### src/rtl/inv_shift_rows_stream_pkg.sv
// Shared AES state constants and (Inv)ShiftRows index helpers.
package inv_shift_rows_stream_pkg;

    localparam int unsigned AES_BLOCK_BYTES = 16;
    localparam int unsigned AES_ROWS        = 4;
    localparam int unsigned AES_COLS        = 4;
    localparam int unsigned AES_IDX_W       = $clog2(AES_BLOCK_BYTES);
    localparam int unsigned AES_ROW_W       = $clog2(AES_ROWS);
    localparam int unsigned AES_COL_W       = $clog2(AES_COLS);

    // Column-major index k = 4*col + row; 2-bit column arithmetic wraps mod 4.
    function automatic logic [AES_IDX_W-1:0] shift_rows_src(input logic [AES_IDX_W-1:0] k);
        logic [AES_ROW_W-1:0] r;
        logic [AES_COL_W-1:0] c;
        r = k[AES_ROW_W-1:0];
        c = k[AES_IDX_W-1:AES_ROW_W];
        return {AES_COL_W'(c + AES_COL_W'(r)), r};
    endfunction

    function automatic logic [AES_IDX_W-1:0] inv_shift_rows_src(input logic [AES_IDX_W-1:0] k);
        logic [AES_ROW_W-1:0] r;
        logic [AES_COL_W-1:0] c;
        r = k[AES_ROW_W-1:0];
        c = k[AES_IDX_W-1:AES_ROW_W];
        return {AES_COL_W'(c - AES_COL_W'(r)), r};
    endfunction

endpackage

### src/rtl/aes_state_bank.sv
// 16-entry state register file: synchronous write, asynchronous read, synchronous clear.
module aes_state_bank
    import inv_shift_rows_stream_pkg::*;
#(
    parameter int unsigned word_size = 8
) (
    input  logic                 clk,
    input  logic                 clr_n,
    input  logic                 we,
    input  logic [AES_IDX_W-1:0] waddr,
    input  logic [word_size-1:0] wdata,
    input  logic [AES_IDX_W-1:0] raddr,
    output logic [word_size-1:0] rdata
);

    logic [word_size-1:0] mem [AES_BLOCK_BYTES];

    always_ff @(posedge clk) begin
        if (!clr_n) begin
            for (int i = 0; i < int'(AES_BLOCK_BYTES); i++) begin
                mem[i] <= '0;
            end
        end else if (we) begin
            mem[waddr] <= wdata;
        end
    end

    assign rdata = mem[raddr];

endmodule

### src/rtl/inv_shift_rows_stream.sv
// Byte-serial InvShiftRows with ping-pong 16-byte banks and valid/ready on both sides.
module inv_shift_rows_stream
    import inv_shift_rows_stream_pkg::*;
#(
    parameter int unsigned word_size = 8
) (
    input  logic                 clk,
    input  logic                 rst,
    input  logic                 in_valid,
    output logic                 in_ready,
    input  logic [word_size-1:0] in_data,
    output logic                 out_valid,
    input  logic                 out_ready,
    output logic [word_size-1:0] out_data,
    output logic                 out_last
);

    localparam logic [AES_IDX_W-1:0] LAST_IDX = AES_IDX_W'(AES_BLOCK_BYTES - 1);

    logic [AES_IDX_W-1:0] wr_idx;
    logic [AES_IDX_W-1:0] rd_idx;
    logic                 wr_bank;
    logic                 rd_bank;
    logic [1:0]           full;

    logic                 in_fire;
    logic                 out_fire;
    logic [1:0]           set_full;
    logic [1:0]           clr_full;
    logic [AES_IDX_W-1:0] raddr;
    logic [word_size-1:0] rdata0;
    logic [word_size-1:0] rdata1;

    // Handshake flags depend only on registered state.
    assign in_ready  = !full[wr_bank];
    assign out_valid = full[rd_bank];
    assign out_last  = out_valid && (rd_idx == LAST_IDX);
    assign in_fire   = in_valid && in_ready;
    assign out_fire  = out_valid && out_ready;
    assign raddr     = inv_shift_rows_src(rd_idx);
    assign out_data  = rd_bank ? rdata1 : rdata0;

    always_comb begin
        set_full = 2'b00;
        clr_full = 2'b00;
        if (in_fire && (wr_idx == LAST_IDX)) begin
            set_full[wr_bank] = 1'b1;
        end
        if (out_fire && (rd_idx == LAST_IDX)) begin
            clr_full[rd_bank] = 1'b1;
        end
    end

    always_ff @(posedge clk) begin
        if (!rst) begin
            wr_idx  <= '0;
            rd_idx  <= '0;
            wr_bank <= 1'b0;
            rd_bank <= 1'b0;
            full    <= 2'b00;
        end else begin
            if (in_fire) begin
                wr_idx <= wr_idx + AES_IDX_W'(1);
                if (wr_idx == LAST_IDX) begin
                    wr_bank <= !wr_bank;
                end
            end
            if (out_fire) begin
                rd_idx <= rd_idx + AES_IDX_W'(1);
                if (rd_idx == LAST_IDX) begin
                    rd_bank <= !rd_bank;
                end
            end
            full <= (full | set_full) & ~clr_full;
        end
    end

    aes_state_bank #(.word_size(word_size)) u_bank0 (
        .clk   (clk),
        .clr_n (rst),
        .we    (in_fire && !wr_bank),
        .waddr (wr_idx),
        .wdata (in_data),
        .raddr (raddr),
        .rdata (rdata0)
    );

    aes_state_bank #(.word_size(word_size)) u_bank1 (
        .clk   (clk),
        .clr_n (rst),
        .we    (in_fire && wr_bank),
        .waddr (wr_idx),
        .wdata (in_data),
        .raddr (raddr),
        .rdata (rdata1)
    );

endmodule

### config.mk
export PLATFORM = sky130hd
export DESIGN_NAME = inv_shift_rows_stream
export DESIGN_NICKNAME = d
export VERILOG_FILES = /design/src/rtl/inv_shift_rows_stream_pkg.sv /design/src/rtl/aes_state_bank.sv /design/src/rtl/inv_shift_rows_stream.sv
export SDC_FILE = /design/constraint.sdc
export NUM_CORES = 1
export LEC_CHECK = 0
export BUFFER_PORTS_ARGS = -buffer_cell sky130_fd_sc_hd__buf_2
export CAP_MARGIN = 20
export CORE_ASPECT_RATIO = 1.2
export CORE_MARGIN = 2
export CORE_UTILIZATION = 50
export DETAILED_ROUTE_END_ITERATION = 8
export HOLD_SLACK_MARGIN = 0.03
export PLACE_DENSITY = 0.66
export SLEW_MARGIN = 0
export SYNTH_ARGS = -nofsm -noshare
export SYNTH_HDL_FRONTEND = slang
export SYNTH_SLANG_ARGS = --single-unit
### constraint.sdc
create_clock -name clk -period 3.2 [get_ports clk]
set_clock_uncertainty 0.15 [all_clocks]
set_input_delay 0.48 -clock clk [delete_from_list [all_inputs] [get_ports clk]]
set_output_delay 0.48 -clock clk [all_outputs]
set_load 0.02 [all_outputs]
# After elaboration in Yosys (flattened, before gate mapping)
# Memories as Yosys holds them, arrays and structs flattened.
# Index checks and enable logic that the tools add are counted.
[totals]
register_bits = 12
ramBits = 256
out_inout_bits = 11
word_cells = 59
n_memories = 2
[op_classes]
n_addsub = 3
n_lt_le_gt_ge = 4
n_eq_ne = 2
n_mux = 24
n_bitwise = 3
reduce_logical = 16
[mem_list]
columns = ["memory", "depth", "word_bits", "rd", "rd_clocked_by_memory_dff", "write_ports", "line", "text"]
rows = [
  ["u_bank0.mem", 16, 8, 1, 0, 16, "aes_state_bank.sv:16", "logic [word_size-1:0] mem [AES_BLOCK_BYTES];"],
  ["u_bank1.mem", 16, 8, 1, 0, 16, "aes_state_bank.sv:16", ""],
]
[op_table]
columns = ["operator", "count"]
rows = [
  ["8-bit two-way mux", 3],
  ["8-bit OR reduction", 2],
  ["1-bit two-way mux", 15],
  ["1-bit logical AND", 9],
  ["4-bit by 1-bit adder with 4-bit output, second input constant", 2],
  ["4-bit equality test, second input constant", 2],
  ["4-bit two-way mux", 2],
  ["1-bit by 2-bit < comparator with 1-bit output, second input constant", 2],
  ["2-bit two-way mux", 2],
  ["2-bit AND reduction", 2],
  ["1-bit logical NOT", 3],
  ["2-bit bitwise AND", 1],
  ["1-bit demux with 1-bit select", 2],
  ["1-bit greater-or-equal comparator, second input constant", 2],
  ["2-bit NOT", 1],
  ["2-bit bitwise OR", 1],
  ["2-bit subtractor", 1],
]

# Depth between registers and ports, before layout
# Gate-level depths: netlist of the first run.
[depth]
ltp_word = 10
ltp_mapped = 9
mapped_depth_nobuf = 7

# Modules after synthesis
# A second synthesis of the first run with hierarchy kept.
[hier_totals]
cells_unflattened = 831
area_unflattened_um2 = 12580.8
[by_module_without_submodules]
columns = ["mod", "instances", "cells_per_inst", "area_per_inst_um2"]
rows = [
  ["aes_state_bank", 2, 375, 5933.2],
  ["inv_shift_rows_stream", 1, 81, 714.4],
]

# Worst setup path after synthesis of the first run
# Ideal clock, no wire load.
[synth_path]
kind = "flip-flop to output port"
start = "register rd_idx[2]"
end = "output out_data[0]"
arrival_time_ns = 2.117
setup_slack_ns = 0.453
path_stages_with_launch = 10
path_buffers = 3
path_cell_list = "dfxtp_1 -> inv_1 -> ha_1 -> buf_2 -> buf_2 -> clkbuf_1 -> a21oi_1 -> o22ai_1 -> o211ai_1 -> a31oi_1"
[synth_via]
elab_chain_cells = 3
word_cells_on_any_way = 4
classes_between = "1 x add/sub; 1 x mux; 2 x memory"
[synth_rtl]
columns = ["item", "line", "text"]
rows = [
  ["start: declaration", "inv_shift_rows_stream.sv:21", "logic [AES_IDX_W-1:0] rd_idx;"],
  ["start signal: assignment", "inv_shift_rows_stream.sv:69", "rd_idx <= rd_idx + AES_IDX_W'(1);"],
  ["2-bit subtractor *", "inv_shift_rows_stream_pkg.sv:25", "return {AES_COL_W'(c - AES_COL_W'(r)), r};"],
  ["memory read 16 x 8 bit", "n/a", ""],
  ["8-bit two-way mux *", "inv_shift_rows_stream.sv:41", "assign out_data = rd_bank ? rdata1 : rdata0;"],
  ["end: declaration", "inv_shift_rows_stream.sv:14", "output logic [word_size-1:0] out_data,"],
]
# Mark *: on every way between the ends. The rest lies on a longest branch, timed or not.

# Worst setup path after layout of the first run
[layout_path]
start = "register rd_idx[0]"
end = "output out_data[5]"
[layout_via]
elab_chain_cells = 3
word_cells_on_any_way = 4
classes_between = "1 x add/sub; 1 x mux; 2 x memory"
[layout_rtl]
columns = ["item", "line"]
rows = [
  ["2-bit subtractor", "inv_shift_rows_stream_pkg.sv:25"],
  ["memory read 16 x 8 bit", "n/a"],
  ["8-bit two-way mux *", "inv_shift_rows_stream.sv:41"],
]
# Marked as above.

==> impl_results.md, run 1 <==
* Run status: complete, but fails checks
* Violations in the final reports: negative setup slack
* Hold Fails Final Rpt at 0
* CP Capture Type: output port
* Mapped Cells at 949
* Number of placed instances with taps included at about 1.3k
* Final HPWL from detailed placement at ~21,000 µm
* Worst-margin pin slew at approximately 0.73 ns
* Total Routing Usage GR at between 20% and 30%
* RD Place Congestion at 0.833
* Setup repair after global routing missed its margin: yes
* Maximum number of pins on one net before global-route repair at 45
* Routed length on met3 at approximately 2300 µm
* WL final at 32,000 µm
* Chip width at between 100 and 150 µm
* Post-layout power at 7770 µW
* Layout cells sized above 1 at 20.9%
* Number of enable-type register cells in the synthesized netlist at 256
* CP max FO at 7
* Remaining design rule violation count at 0
* Reg-to-reg slack, setup at 0.83 ns
* Number of CTS-inserted buffers at 27
* Effective utilization at floorplan at between 50% and 60%
* Worst stage delay on the critical path at 0.52 ns
* FF-to-FF End: u_bank1.mem[9][2]
* Async set or reset register ratio after synthesis at 0%
* Leak Pwr at 0.00538 µW
* Antenna violations before repair at 0
* Period Utilization, post-route at 102%
* Most common flop cell mapped by yosys: edfxtp_1
* Post-Route Hold Slack at 0.237 ns
* Worst vdd rail ir drop at 0.334 mV
* Nets at 1,018
* First-pass GRT wire length at 48,300 µm
* Total inserted antenna cells at 0
* Type of the worst setup path: reg2out
* First-iteration detailed-routing DRC count at a little under 700
* Clock input transition at the sequential cells of the worst setup and hold paths at 0.06 ns
* Setup crit start: rd_idx[0]
* Final instance area at ~15,000 µm²
* Post-synthesis sequential area ratio at 62.0%
* Fin. max-slew vios at 0
* DIE AREA at 26,900 µm²
* Mean Syn Cell Area at 13.5 µm²
* Highest routed layer: met4
* Clk Tree Root Cell: clkbuf_16
* Synth Cell Area at 12,800 µm²
* Ratio of total power to cell area at 524 nW/µm²
* Met2 routed wirelength at 16,000 µm
* Depth of the worst register-to-register path at 5
* Final-layout setup total negative slack at -0.133 ns
* Total global routing overflow at 0
* Worst endpoint required time at 2.57 ns
* Worst min-delay path class: in2reg
* WP data arrival at 2.62 ns
* Worst Setup Start Kind: flip-flop
* Maximum level of the CTS H-tree at 1
* Yosys synthesis warning count at 0
* Final-report setup violation count at 5
* Crit-path cells: buf_16 > buf_12 > mux4_2 > mux2i_1 > a22oi_2 > o211ai_1 > nand4_1 > buf_4
* Worst slew slack as a fraction of its limit at between 50% and 60%
* Max-capacitance violation count at 0
* Capture point of the worst path: out_data[5]
* Signed area change from the synthesized netlist to the final layout at 16.1%
* Cell Rows at 64
* Slowest-stage cell, CP: mux4_2
* Worst path setup slack after routing at -0.0494 ns
* Length of the first detailed-routing pass in iterations at 5
* Max frequency at between 300 and 400 MHz
* Vert. Die Dim at 179 µm
* Dpl cell area at 13,400 µm²
* Insertion delay to the later sink of the worst-skew pair at 0.53 ns
* Port-buffer cells at 22
* Beginning of the worst register-to-register path: wr_bank
* WL met1 at 12,200 µm
* FILL cells at 1,986
* Number of storage elements in the synthesis netlist at 268
* Non-filler cells, final at between 1k and 1.5k
* Detailed-route wire length per cell at 23.7 µm
* Vias post-DR at 7,807
* Routed Antenna Nets at 0
* Min cycle time layout at 3.25 ns
* Clock tree from TritonCTS: built
* Post-DR vias/cell at 5.78
* CTS Buffer Depth at 3
* Boundary Pins at 23
* Vias in the first global route at approximately 7.8k
* Area of the placeable core at 25,300 µm²
* Unique cell type count in the Yosys netlist at 56
* Number of buffers inserted by hold repair at cts at 0
* Clock sink count at between 200 and 300
* Post-Syn Nets at about 970
==> synthesized netlist by cell type (all sizes together) (10+ instances only) <==
cell / n / area, µm²
a21oi: 24 / 120
mux4: 39 / 886
a211oi: 24 / 180
dfxtp: 12 / 240
and2: 268 / 1680
nor2: 47 / 176
mux2: 10 / 113
nor2b: 24 / 158
mux2i: 19 / 190
buf: 24 / 171
o21ai: 48 / 240
nand2: 20 / 75.1
edfxtp: 256 / 7690
clkbuf: 41 / 154
o22ai: 14 / 87.6
==> cells in the final DEF (no fill, tap or decap), types with 7 or more instances in the layout <==
| cell | netlist | final |
|---|---|---|
| bufinv_16 | 0 | 7 |
| and2_1 | 267 | 267 |
| edfxtp_1 | 256 | 256 |
| mux2_2 | 10 | 8 |
| buf_4 | 4 | 56 |
| nand2_1 | 20 | 19 |
| buf_2 | 11 | 17 |
| o21ai_0 | 46 | 45 |
| mux2i_1 | 19 | 17 |
| mux4_2 | 37 | 37 |
| nor2b_1 | 23 | 23 |
| nor2_1 | 47 | 45 |
| dfxtp_1 | 12 | 9 |
| clkbuf_16 | 0 | 27 |
| a21oi_1 | 24 | 21 |
| a211oi_1 | 24 | 21 |
| o22ai_1 | 14 | 13 |
==> worst max-delay path, delay by kind of cell (launching register included) <==
kind	cells	cell delay (ns)
multiplexers	2	0.72
buffers and inverters	3	0.49
flip-flops	1	0.43
AO/OA/AOI/OAI	2	0.30
AND/OR/NAND/NOR	1	0.16
==> metal layers <==
metal | vias up | global-route usage (%)
li1 | 3579 | -
met1 | 3866 | 30.9
met2 | 286 | 41.8
met3 | 76 | 4.45
met4 | 0 | 10.7
met5 | - | 0
==> power breakdown <==
group | switching [µW] | total, µW | internal [µW]
clock network | 1320 | 3430 | 2100
logic | 226 | 341 | 116
registers | 43.1 | 4000 | 3950
total | 1590 | 7770 | 6170
==> timing repair <==
item                                    in CTS  in global routing
endpoints found under the setup margin       8                  8
pin swaps                                    6                  6
buffers inserted                            12                  0
cloned                                       4                  0
gates resized for setup                     32                 18
==> area by class of cell <==
cell class,count,area (µm²),area share (%)
Sequential cell,268,7930,53.5
Multi-Input combinational cell,609,4680,31.6
Timing Repair Buffer,87,818,5.52
Clock buffer,30,687,4.63
Tap cell,330,413,2.78
Clock inverter,19,270,1.82
Inverter,7,26.3,0.177
==> how the worst min path moves through the flow <==
stage | to | from | slack (ns) | cells after the start
3_3_place_gp | full[1] | full[1] | 0.43 | 1
4_1_cts | full[1] | out_ready | 0.22 | 3
6_report | full[1] | out_ready | 0.24 | 3
2_1_floorplan | full[1] | full[1] | 0.40 | 1
5_1_grt | full[1] | out_ready | 0.25 | 3
3_5_place_dp | full[1] | full[1] | 0.43 | 1
==> cells by family after synthesis <==
family          Yosys count  synth area share [%]
compound gates          147                  7.35
xor+xnor                  9                 0.676
fa+ha+maj                 6                 0.587
buf+inv                  72                  2.75
flops                   268                  62.0
mux                      68                  9.30
simple gates            379                  17.3
==> through the flow <==
step / utilization [%] / setup WS, ns
final: 58.6 / -0.0494
after global routing: 58.6 / -0.0895
after detailed placement: 52.9 / 0.187
after CTS: 58.3 / -0.0298
after floorplan: - / 0.453
after global placement: 52.9 / 0.230
==> flip-flops by register name (all words and copies together), names as in the netlist <==
| register | flops |
|---|---|
| rd_idx | 4 |
| u_bank0.mem | 128 |
| u_bank1.mem | 128 |
| full | 2 |
| rd_bank | 1 |
| wr_bank | 1 |
| wr_idx | 4 |
(Power assumes the default switching activity.)
==> run 2: changes to the inputs <==
- CORE_ASPECT_RATIO: 1.2 -> default
==> run 2 against run 1 <==
The run still ends with negative setup slack left. Final area grew 0.57%. Die area about the same. Power grew 2.2%. Count of clock-buffer cells in the layout grew 9. Maximum frequency decreased by 1.2%. Global-route usage fell by 0.55 points. Largest power group unchanged. First-iteration DRC count up 19%. Routed wire length grew 0.69%. Non-clock buffer count is 5 higher. Highest routed layer unchanged. Flip-flop and latch count unchanged.
==> impl_results.md, run 2 (synthesis gave the netlist of run 1 again) <==
* Worst-margin pin slew at 0.742 ns (+0.0106 ns)
* Type of the worst setup path: reg2out
* Clock input transition at the sequential cells of the worst setup and hold paths at 0.06 ns (about the same)
* Largest registers ranked by flip-flop count: u_bank0.mem (128), u_bank1.mem (128)
* DIE AREA at 26,900 µm² (about the same)
* Detailed-route wire length per cell at 23.7 µm (about the same)
* Number of buffers inserted by hold repair at cts at 0 (unchanged)
* Fin. max-slew vios at 0 (unchanged)
* Worst Hold Launch: out_ready
* FF-to-FF End: u_bank1.mem[12][7]
* Worst vdd rail ir drop at 0.406 mV (+21%)
* Signed area change from the synthesized netlist to the final layout at 16.7%
* Cell Rows at 58 (-9.4%)
* Vias post-DR at 7,968 (+2.1%)
* Reg-to-reg slack, setup at 0.88 ns (+0.05 ns)
* First-pass GRT wire length at 47,400 µm (-2.0%)
* Insertion delay to the later sink of the worst-skew pair at 0.54 ns (about the same)
* CTS Buffer Depth at 3 (unchanged)
* Worst-case hold path end point: full[1]
* Final-layout setup total negative slack at -0.159 ns (-0.0261 ns)
* Clk Tree Root Cell: clkbuf_16
* Depth of the worst register-to-register path at 5 (unchanged)
* Run status: complete, but fails checks
* Sequential share of power at 50.3% (-1.2 points)
* Non-filler cells, final at 1,358 (+0.59%)
* Nets at 1,024 (+0.59%)
* Port-buffer cells at 22 (unchanged)
* WP data arrival at 2.66 ns (+0.04 ns)
* Part of the total power dissipated in the clock network at 45.4% (+1.2 points)
* Worst slew slack as a fraction of its limit at 50.6% (-0.71 points)
* Logic gate share of total power at 4.3% (about the same)
* Routed Antenna Nets at 0 (unchanged)
* Worst Setup Start Kind: flip-flop
* Violations in the final reports: negative setup slack
* Maximum level of the CTS H-tree at 1 (unchanged)
* Switching fraction of total power at 20.0% (-0.55 points)
* Boundary Pins at 23 (unchanged)
* Vert. Die Dim at 164 µm (-8.5%)
* Internal Dissipation at 6350 µW (+2.9%)
* Total Routing Usage GR at 24.0% (-0.55 points)
* CP Capture Type: output port
* Post-DR vias/cell at 5.87 (+1.5%)
* Leak Pwr at 0.00545 µW (+1.2%)
* Chip width at 164 µm (+9.3%)
* Max frequency at 304 MHz (-1.2%)
* Worst endpoint required time at 2.57 ns (about the same)
* Clock sink count at 268 (unchanged)
* Hold Fails Final Rpt at 0 (unchanged)
* Setup repair after global routing missed its margin: yes
* Antenna violations before repair at 0 (unchanged)
* Switching Power at 1580 µW (-0.54%)
* Max-capacitance violation count at 0 (unchanged)
* Min cycle time layout at 3.29 ns (+0.0403 ns)
* FILL cells at 2,023 (+1.9%)
* Number of placed instances with taps included at 1,284 (-0.078%)
* Clock tree from TritonCTS: built
* Most frequent cells in the layout: 267 x and2_1, 256 x edfxtp_1, 57 x buf_4, 45 x o21ai_0, 45 x nor2_1
* Worst min-delay path class: in2reg
* Number of CTS-inserted buffers at 28 (+3.7%)
* WL final at 32,200 µm (+0.69%)
* Dpl cell area at 13,400 µm² (+0.13%)
* First-iteration detailed-routing DRC count at 825 (+19%)
* Ratio of total power to cell area at 532 nW/µm² (+1.6%)
* Layout cells sized above 1 at 21.3% (+0.42 points)
* Final-report setup violation count at 6 (+1)
* CP max FO at 7 (unchanged)
* Beginning of the worst register-to-register path: wr_bank
* Total inserted antenna cells at 0 (unchanged)
* RD Place Congestion at 0.862 (+3.5%)
* Remaining design rule violation count at 0 (unchanged)
* Effective utilization at floorplan at 50.9% (+0.39 points)
* Final HPWL from detailed placement at 20,600 µm (-0.61%)
* Period Utilization, post-route at 103% (+1.3 points)
* DP Worst Slack at 0.210 ns (+0.0232 ns)
* Total global routing overflow at 0 (unchanged)
* Most common library cell in the layout ignoring fill and taps: and2_1
* Worst path setup slack after routing at -0.0897 ns (-0.0403 ns)
* Cell count of the worst hold path at 3 (unchanged)
* Vias in the first global route at 7,675 (-2.1%)
* Final instance area at 14,900 µm² (+0.57%)
* Maximum number of pins on one net before global-route repair at 48 (+6.7%)
* Area of the placeable core at 25,100 µm² (-0.77%)
* Length of the first detailed-routing pass in iterations at 7 (+2)
==> run 2: cell count changes in the layout (fill, tap and decap cells not counted), sizes merged <==
cell | previous run | this run
buf | 84 | 87
bufbuf | 3 | 2
clkbuf | 30 | 42
clkinv | 11 | 7
clkinvlp | 1 | 0
inv | 7 | 6
==> run 2: power by group through the flow <==
| stage | registers [µW] | logic (µW) | clock network, µW |
|---|---|---|---|
| after CTS | 3990 | 335 | 3640 |
| final | 4000 | 338 | 3600 |
| after floorplan | 4050 | 183 | 0 |
| after global placement | 4060 | 325 | 0 |
| after detailed placement | 4070 | 329 | 0 |
| after global routing | 4000 | 362 | 3760 |
==> run 2: worst max-delay path: stages, from the launching register on <==
cell and delay, ns:
dfxtp_4 0.41, buf_16 0.15, mux4_2 0.53, mux2_4 0.29
a221oi_2 0.29, a211oi_2 0.06, o21a_1 0.23, buf_6 0.15
==> run 2: layer usage <==
metal	vias up	part of all wire (%)	routed length (µm)	track usage [%]
met3	49	8.0	2590	4.85
met2	326	46	15000	38.1
met5	-	0	0	0
li1	3600	-	-	-
met4	0	2.6	846	7.30
met1	3993	43	13800	33.7
==> run 2: cell type report <==
cell class | instances | area (µm²) | share of cell area [%]
timing repair buffer | 92 | 870 | 5.83
clock buffer | 39 | 793 | 5.32
multi-input combinational | 609 | 4640 | 31.1
tap | 330 | 413 | 2.77
inverter | 7 | 27.5 | 0.185
sequential | 268 | 7940 | 53.2
clock inverter | 13 | 239 | 1.60
==> run 2: stage by stage <==
stage | power (µW) | hold slack, ns | utilization, %
floorplan | 4230 | 0.397 | -
global placement | 4390 | 0.432 | 53.4
detailed placement | 4400 | 0.429 | 53.4
CTS | 7970 | 0.209 | 58.5
global route | 8130 | 0.254 | 59.4
finish | 7940 | 0.226 | 59.4
==> run 2: worst max-delay path by stage <==
| stage | startpoint | to | depth (start not counted) |
|---|---|---|---|
| 2_1_floorplan | rd_idx[2] | out_data[0] | 9 |
| 3_3_place_gp | rd_idx[2] | out_data[3] | 7 |
| 5_1_grt | rd_idx[0] | out_data[5] | 9 |
| 3_5_place_dp | rd_idx[2] | out_data[4] | 8 |
| 6_report | rd_idx[0] | out_data[2] | 7 |
| 4_1_cts | rd_idx[0] | out_data[2] | 7 |
==> run 2: repair_timing <==
action / 4_1_cts / 5_1_grt
setup endpoints to repair: 8 / 8
resized for setup: 27 / 18
endpoints found under the hold margin: 0 / 0
gates cloned: 2 / 2
pin swaps: 5 / 6
buffers inserted: 9 / 9
==> run 3: changes to the inputs <==
- BUFFER_PORTS_ARGS: -buffer_cell sky130_fd_sc_hd__buf_2 -> default
- DONT_BUFFER_PORTS: default -> 1
- GPL_TIMING_DRIVEN: default -> 0
- PLACE_DENSITY: 0.66 -> default
==> run 3 against run 2 <==
The run still ends with negative setup slack left. Sequential power hardly changed. Clock power is 11% lower. Final cell count is 2.3% higher. Power is 4.8% lower. Die area stayed put. Count of clock-buffer cells in the layout is 5 lower. Final area is 1.3% higher. Maximum frequency is 1.5% lower. Combinational power is 8.0% higher. Core utilization is 0.77 points higher. Largest cell class unchanged. Largest power group unchanged.
==> impl_results.md, run 3 (synthesis gave the netlist of run 1 again) <==
* Max-capacitance violation count at 0 (unchanged)
* Maximum number of pins on one net before global-route repair at 20 (-58%)
* Combined buffer and inverter count along the critical path at 2 (unchanged)
* WL final at 39,300 µm (+22%)
* Remaining design rule violation count at 0 (unchanged)
* Worst vdd rail ir drop at 0.360 mV (-11%)
* Run status: complete, but fails checks
* Switching Power at 1680 µW (+6.0%)
* CP max FO at 7 (unchanged)
* Clock tree from TritonCTS: built
* Min cycle time layout at 3.34 ns (+0.0495 ns)
* Maximum level of the CTS H-tree at 1 (unchanged)
* Post-Route Hold Slack at 0.110 ns (-0.117 ns)
* Area of the placeable core at 25,100 µm² (unchanged)
* Total inserted antenna cells at 0 (unchanged)
* Cell Rows at 58 (unchanged)
* Most common library cell in the layout ignoring fill and taps: and2_1
* Period Utilization, post-route at 104% (+1.5 points)
* Nets at 1,058 (+3.3%)
* Final-report setup violation count at 7 (+1)
* Port-buffer cells at 0 (-100%)
* Worst stage delay on the critical path at 0.54 ns (about the same)
* Family with the most delay on the worst path: multiplexers
* Total Routing Usage GR at 30.2% (+6.2 points)
* Clock input transition at the sequential cells of the worst setup and hold paths at 0.06 ns (about the same)
* Total global routing overflow at 0 (unchanged)
* Number of CTS-inserted buffers at 29 (+3.6%)
* DIE AREA at 26,900 µm² (unchanged)
* Detailed-route wire length per cell at 28.3 µm (+19%)
* Antenna violations before repair at 3 (+3)
* RD Place Congestion at 0.924 (+7.1%)
* Setup repair after global routing missed its margin: yes
* Slowest-stage cell, CP: mux4_2
* Clock sink count at 268 (unchanged)
* Worst-margin pin slew at 1.04 ns (+0.294 ns)
* Ratio of total power to cell area at 500 nW/µm² (-6.0%)
* Routed Antenna Nets at 0 (unchanged)
* WP data arrival at 2.71 ns (+0.05 ns)
* Logic gate share of total power at 4.8% (+0.5 points)
* Clk Tree Root Cell: clkbuf_16
* Post-DR vias/cell at 6.11 (+4.1%)
* Sequential share of power at 52.8% (+2.5 points)
* Signed area change from the synthesized netlist to the final layout at 18.3%
* First-pass GRT wire length at 56,900 µm (+20%)
* Vert. Die Dim at 164 µm (unchanged)
* Internal Dissipation at 5880 µW (-7.5%)
* Vias in the first global route at 8,408 (+9.6%)
* Largest registers ranked by flip-flop count: u_bank0.mem (128), u_bank1.mem (128)
* Final HPWL from detailed placement at 27,000 µm (+31%)
* Boundary Pins at 23 (unchanged)
* Worst path setup slack after routing at -0.139 ns (-0.0495 ns)
* Switching fraction of total power at 22.2% (+2.3 points)
* Worst slew slack as a fraction of its limit at 30.2% (-20 points)
* CP Capture Type: output port
* Violations in the final reports: negative setup slack
* Worst Setup Start Kind: flip-flop
* CTS Buffer Depth at 3 (unchanged)
* Worst min-delay path class: in2reg
* Final core utilization at 60.2% (+0.77 points)
* Leak Pwr at 0.00544 µW (-0.17%)
* Fin. max-slew vios at 0 (unchanged)
* First-iteration detailed-routing DRC count at 1,214 (+47%)
* Max frequency at 299 MHz (-1.5%)
* Type of the worst setup path: reg2out
* Hold Fails Final Rpt at 0 (unchanged)
* Worst endpoint required time at 2.57 ns (about the same)
* Most frequent cells in the layout: 267 x and2_1, 256 x edfxtp_1, 45 x nor2_1, 41 x clkbuf_1, 38 x buf_4
* Length of the first detailed-routing pass in iterations at 6 (-1)
* Effective utilization at floorplan at 50.9% (unchanged)
* Chip width at 164 µm (unchanged)
* Crit-path cells: buf_12 > buf_16 > mux4_2 > mux2i_1 > a22oi_2 > o211ai_1 > nand4_1
* Vias post-DR at 8,482 (+6.5%)
* Layout cells sized above 1 at 20.1% (-1.2 points)
* Insertion delay to the later sink of the worst-skew pair at 0.55 ns (about the same)
* Part of the total power dissipated in the clock network at 42.3% (-3.1 points)
## run 3: cell types whose count changed in the layout (fill, tap and decap cells not counted), moves of 4 or more
cell           delta
dlygate4sd3_1     +9
o21ai_0           -9
buf_4            -19
o21ai_1           +6
a221oi_4          +4
buf_2             -4
buf_6             +6
bufinv_16         -5
clkbuf_1         +34
## run 3: final cells by class
class	count	area, µm²
Fill cell	1994	10000
Sequential cell	268	7930
Multi-Input combinational cell	609	4810
Clock buffer	34	744
Timing Repair Buffer	61	539
Buffer	64	495
Tap cell	330	413
Clock inverter	16	133
Inverter	7	38.8
## run 3: worst paths after layout
path	to	slack, ns	startpoint	depth (start not counted)
worst max-delay path	out_data[5]	-0.14	rd_idx[0]	7
worst max register to register	u_bank0.mem[15][1]	0.10	wr_bank	6
worst min-delay path	full[0]	0.11	out_ready	2
worst min register to register	full[1]	0.47	full[1]	1
## run 3: routing by layer
layer / global-route usage (%) / share of wire, % / vias to the layer above
met5: 0 / 0 / -
met4: 12.2 / 4.0 / 0
met3: 6.24 / 9.8 / 99
met2: 47.0 / 46 / 455
met1: 41.8 / 41 / 4246
li1: - / - / 3682
## run 3: timing repair
item,in CTS,in global routing
resized for setup,99,18
hold buffers,9,0
buffers inserted,14,6
endpoints found under the setup margin,13,8
pin swaps,12,13
cloned,3,0
hold endpoints to repair,20,0
## run 3: power groups by stage
stage	logic [µW]	clock network [µW]	registers (µW)
final	365	3200	3990
after global routing	386	3320	4000
after CTS	356	3190	3990
after detailed placement	328	0	4070
after global placement	302	0	4070
after floorplan	183	0	4050
## run 3: metrics by stage
step           TNS [ns]  worst slack, ns  area (µm²)  std cells  total power, µW
3_3_place_gp     -11.34           -0.816       13200       1279             4370
2_1_floorplan         0            0.453       12800        949             4230
6_report         -0.445           -0.139       15100       1389             7550
4_1_cts          -0.257          -0.0893       15000       1380             7540
5_1_grt          -0.634           -0.167       15100       1389             7710
3_5_place_dp      -5.07           -0.791       13400       1305             4390
